==> config.mk <==
export PLATFORM = sky130hd
export DESIGN_NAME = flexbyte_stp_sr
export DESIGN_NICKNAME = d
export VERILOG_FILES = /design/src/rtl/flexbyte_stp_sr.sv
export SDC_FILE = /design/constraint.sdc
export NUM_CORES = 1
export LEC_CHECK = 0
export ABC_AREA = 0
export ABC_CLOCK_PERIOD_IN_PS = 900
export BUFFER_PORTS_ARGS = -buffer_cell sky130_fd_sc_hd__buf_2
export CAP_MARGIN = 20
export CORE_MARGIN = 2
export CORE_UTILIZATION = 28
export CTS_CLUSTER_DIAMETER = 100
export DETAILED_ROUTE_END_ITERATION = 10
export GPL_ROUTABILITY_DRIVEN = 0
export SETUP_SLACK_MARGIN = 0.02
export SLEW_MARGIN = 20
export SYNTH_ARGS = -nofsm -noshare
export SYNTH_HDL_FRONTEND = slang
export SYNTH_SLANG_ARGS = --single-unit
==> constraint.sdc <==
create_clock -name clk -period 0.9 [get_ports clk]
set_input_delay 0.045 -clock clk [delete_from_list [all_inputs] [get_ports clk]]
set_output_delay 0.045 -clock clk [all_outputs]
set_load 0.01 [all_outputs]
==> src/rtl/flexbyte_stp_sr.sv <==
// flexbyte_stp_sr
// Serial-to-parallel multibyte shift register. Collects NUM_BYTES_IN-byte chunks
// into a NUM_BYTES_OUT-byte word. Each completed word is copied into a holding
// register and presented to the consumer through a ready/read handshake.
//
// Handshake (word_ready_o / out_read_i):
//   word_ready_o=1 means data_out_o holds a word that has not been read yet.
//   The consumer acknowledges by raising out_read_i for one cycle while
//   word_ready_o=1. That edge clears word_ready_o. An out_read_i pulse while
//   word_ready_o=0 has no effect. The producer side has no backpressure: a word
//   that completes while the previous word is still unread replaces it and
//   sets the sticky overrun_o flag. A word that completes on the same edge as a
//   valid read replaces the read word cleanly and keeps word_ready_o high.
module flexbyte_stp_sr #(
    parameter int MSB           = 1,
    parameter int NUM_BYTES_IN  = 1,
    parameter int NUM_BYTES_OUT = 2,
    localparam int CHUNKS       = NUM_BYTES_OUT / NUM_BYTES_IN,
    localparam int CW           = (CHUNKS > 1) ? $clog2(CHUNKS) : 1
) (
    input  logic                       clk,
    input  logic                       rst,
    input  logic                       shift_enable,
    input  logic [NUM_BYTES_IN*8-1:0]  data_in,
    input  logic                       clear,
    input  logic                       out_read,
    output logic [NUM_BYTES_OUT*8-1:0] data_out,
    output logic                       word_ready,
    output logic                       overrun,
    output logic [CW-1:0]              chunk_count
);

    localparam int            IW         = NUM_BYTES_IN * 8;
    localparam int            OW         = NUM_BYTES_OUT * 8;
    localparam logic [CW-1:0] LAST_CHUNK = CW'(CHUNKS - 1);

    // The word width must be a whole multiple (at least two) of the chunk width.
    if (NUM_BYTES_IN < 1 || NUM_BYTES_OUT <= NUM_BYTES_IN ||
        (NUM_BYTES_OUT % NUM_BYTES_IN) != 0) begin : g_param_check
        $fatal(1, "flexbyte_stp_sr: NUM_BYTES_OUT must exceed and be a multiple of NUM_BYTES_IN");
    end

    // Partial-word shift register and its chunk counter
    logic [OW-1:0] sr_q,   sr_d;
    logic [CW-1:0] cnt_q,  cnt_d;

    // Holding register and handshake flags
    logic [OW-1:0] dout_q, dout_d;
    logic          wr_q,   wr_d;
    logic          ov_q,   ov_d;

    // Shift register contents after absorbing this cycle's data_in
    logic [OW-1:0] sr_shifted;
    logic          last_chunk;
    logic          complete;

    if (MSB != 0) begin : g_msb_first
        // The oldest chunk moves toward the top, so the first chunk ends in the MSBs.
        assign sr_shifted = {sr_q[OW-IW-1:0], data_in};
    end else begin : g_lsb_first
        // The oldest chunk moves toward the bottom, so the first chunk ends in the LSBs.
        assign sr_shifted = {data_in, sr_q[OW-1:IW]};
    end

    assign last_chunk = (cnt_q == LAST_CHUNK);
    assign complete   = shift_enable && last_chunk && !clear;

    // Next-state: clear aborts everything except the holding register;
    // otherwise shift, complete and read are evaluated together.
    always_comb begin
        sr_d   = sr_q;
        cnt_d  = cnt_q;
        dout_d = dout_q;
        wr_d   = wr_q;
        ov_d   = ov_q;

        if (clear) begin
            sr_d  = '0;
            cnt_d = '0;
            wr_d  = 1'b0;
            ov_d  = 1'b0;
        end else begin
            if (shift_enable) begin
                sr_d  = sr_shifted;
                cnt_d = last_chunk ? '0 : cnt_q + CW'(1);
            end

            if (complete) begin
                // A new word always wins the holding register. It is an
                // overrun only when the old word was neither read before
                // nor read on this edge.
                dout_d = sr_shifted;
                wr_d   = 1'b1;
                if (wr_q && !out_read) begin
                    ov_d = 1'b1;
                end
            end else if (out_read && wr_q) begin
                wr_d = 1'b0;
            end
        end
    end

    // State registers with synchronous active-high reset
    always_ff @(posedge clk) begin
        if (rst) begin
            sr_q   <= '0;
            cnt_q  <= '0;
            dout_q <= '0;
            wr_q   <= 1'b0;
            ov_q   <= 1'b0;
        end else begin
            sr_q   <= sr_d;
            cnt_q  <= cnt_d;
            dout_q <= dout_d;
            wr_q   <= wr_d;
            ov_q   <= ov_d;
        end
    end

    assign data_out    = dout_q;
    assign word_ready  = wr_q;
    assign overrun     = ov_q;
    assign chunk_count = cnt_q;

endmodule

==> results.py <==
metrics = {
    "die": {
        "rows": 23,
        "io_pins": 32,
        "core_area_um2": 3940,
        "die_y_um": 67.5,
        "initial_utilization_pct": 28.6,
        "die-area_um2": 4550,
        "fp.dieW_um": 67.5,
    },
    "pwr": {
        "pwr-share-clk_pct": 32.5,
        "power.density_nw_per_um2": 1480,
        "pwr-share-seq_pct": 58.4,
        "pwr-share-comb_pct": 9.0,
        "switching_share_pct": 22.1,
        "leakage_nw": 0.595,
        "ir_worst_vdd_v": 0.000732,
        "p_int_mw": 1.63,
        "power.switching_uw": 463,
    },
    "logic_synthesis": {
        "yosysMostFrequentCell": "nand2b_1",
        "synth_top_area_share_pct": 47.9,
        "ys_seq_elements": 27,
        "yosys-top-cells-area": "dfxtp_1 48%, mux2i_1 21%, nand2b_1 18%",
        "yosysSeqAreaShare_pct": 47.9,
        "syn_area_um2": 1130,
        "synth.distinct_cells": 15,
        "postSynthAreaPerCell_um2": 10.4,
        "yosys-top-cells-count": "33 x nand2b_1, 27 x dfxtp_1, 24 x mux2i_1, 10 x nor2_1, 3 x clkbuf_1",
        "synth-main-ff-cell": "dfxtp_1",
        "synthCells": 108,
        "synth-edff-count": 0,
        "async_reset_ff_share_pct": 0,
        "yosysTopAreaCell": "dfxtp_1",
        "synth_warnings": 0,
        "synthesis.nets": 121,
    },
    "detailed_routing": {
        "drt_iter0_markers": 15,
        "wl_met2_um": 1030,
        "antenna_left": 0,
        "wl_met3_um": 99,
        "top_layer": "met4",
        "vias_per_cell": 4.20,
        "route.detailed.drc": 0,
        "vias": 811,
        "wirelength_um": 2130,
        "drt-pass1-iter-count": 4,
        "routedWlPerCell_um": 11.1,
        "m1WireLength_um": 993,
    },
    "critical_path": {
        "crit_type": "reg -> reg",
        "slowest_stage": "dfxtp_4",
        "critPathTopFamily": "flip-flops",
        "path_max_fanout": 7,
        "end_kind": "register",
        "cp_num_buf_inv": 1,
        "critPathArrivalTime_ns": 1.19,
        "cp_cell_sequence": "and3b_2 > buf_6 > mux2i_1",
        "max_stage_delay_ns": 0.35,
        "required_ns": 1.10,
        "start_kind": "register",
    },
    "sta": {
        "relSlewSlack_pct": 76.7,
        "fmax_mhz": 1010,
        "worst_pin_slew_ns": 0.349,
        "post-route-min-period_ns": 0.991,
        "finClkSkew_ns": 0.00468,
        "rsz0062_at_grt": "true",
        "hold_viol_final": 0,
        "finalSetupViolations": 17,
        "period_share_pct": 110,
        "setup_ws_ns": -0.0915,
        "drv_slew": 0,
        "hold_slack_ns": 0.0267,
    },
    "clock_network": {
        "cts_tree": "built",
        "cts_htree_levels": 1,
        "cts_setup_buffers": 0,
        "cts_root_buffer": "clkbuf_8",
        "path_clk_slew_ns": 0.09,
        "cts_inserted_buffers": 3,
        "hold_buffers": 0,
        "cts_sinks": 27,
        "clk_latency_ns": 0.27,
        "ctsLongestPathBuffers": 2,
    },
    "flow_run": {
        "cap_violations": 0,
    },
    "global_routing": {
        "antenna_found_initial": 0,
        "grt_pass1_wl_um": 3730,
        "grt_max_degree": 19,
        "grt_pass1_vias": 858,
        "overflow": 0,
        "grt.total_usage_pct": 10.8,
    },
    "run_status": {
        "status": "finished, violations left",
        "violations": "negative setup slack",
    },
    "placed_design": {
        "dp_hpwl_um": 1610,
        "placed_cell_area_um2": 1340,
        "io_buffer_count": 31,
    },
    "cells_and_area": {
        "finalInstanceArea_um2": 1410,
        "drive_gt1_share_pct": 30.8,
        "fillerInstances": 407,
        "syn2layout_area_growth_pct": 25.2,
        "n_antenna_cell": 0,
        "fin_nets": 157,
    },
    "worst_hold_path": {
        "hp-class": "in -> reg",
    },
}
-- layout by cell type (no fill, tap or decap) --
cell type,n
dfxtp_1,26
nand2b_1,33
inv_4,1
a21oi_1,1
or2_1,1
a22o_1,1
and3b_2,1
buf_4,5
clkbuf_8,3
mux2i_1,24
xnor2_1,1
buf_6,3
dfxtp_4,1
nor4b_1,1
nand2_1,1
buf_2,30
nor2_1,10
-- worst register-to-register path: stages, from the launching register on --
cell and delay [ns]:
dfxtp_4 0.35, and3b_2 0.24, buf_6 0.16, mux2i_1 0.18
-- logic make-up (layout without fill, tap and decap cells) --
group / count (synthesis) / after routing / share of synthesized area, %
AO/OA/AOI/OAI: 2 / 2 / 1.22
XOR/XNOR: 1 / 1 / 0.777
buffers and inverters: 7 / 42 / 4.66
flip-flops: 27 / 27 / 47.9
multiplexers: 24 / 24 / 21.3
AND/OR/NAND/NOR: 47 / 47 / 24.1
-- layout make-up --
cell class	count	area (um2)	share of cell area, %
Clock buffer	3	41.3	2.93
Clock inverter	1	6.26	0.443
Multi-Input combinational cell	74	536	37.9
Sequential cell	27	544	38.6
Timing Repair Buffer	38	221	15.7
Tap cell	50	62.6	4.43
-- flip-flops by register name, summed over array words and instances (netlist names) --
signal	count
data_out	16
word_ready	1
sr_q	8
overrun	1
chunk_count	1
-- per-stage QoR --
stage / setup TNS [ns] / util, % / total power [mW] / cells / setup slack (ns)
floorplan: -1.34 / - / 1.37 / 108 / -0.128
global placement: -1.07 / 34.0 / 1.43 / 188 / -0.0759
detailed placement: -1.65 / 34.0 / 1.44 / 188 / -0.137
CTS: -1.54 / 35.8 / 2.12 / 193 / -0.115
global route: -2.05 / 35.8 / 2.21 / 193 / -0.154
finish: -1.26 / 35.8 / 2.09 / 193 / -0.0915
-- worst paths after layout --
check,slack (ns),endpoint,start,cells past startpoint
worst min-delay path,0.03,sr_q[1],data_in[1],3
worst max register to register,-0.09,data_out[4],chunk_count,3
worst min register to register,0.48,data_out[9],sr_q[1],2
worst max-delay path,-0.09,data_out[4],chunk_count,3
-- routing by layer --
metal | up-vias | GRT usage, %
met2 | 16 | 18.9
met3 | 2 | 2.33
li1 | 419 | -
met1 | 374 | 12.9
met5 | - | 0
met4 | 0 | 3.83
-- timing repair --
| item | in CTS | in global routing |
|---|---|---|
| gates cloned | 1 | 0 |
| resized for setup | 5 | 0 |
| setup endpoints to repair | 17 | 18 |
| pin swaps | 1 | 0 |
-- power groups by stage --
stage               logic [mW]  clock network (mW)  registers, mW
floorplan                0.111                   0           1.26
global placement         0.178                   0           1.25
detailed placement       0.185                   0           1.25
CTS                      0.191               0.701           1.22
global route             0.209               0.769           1.23
finish                   0.189               0.681           1.22
(Power assumes the default switching activity.)
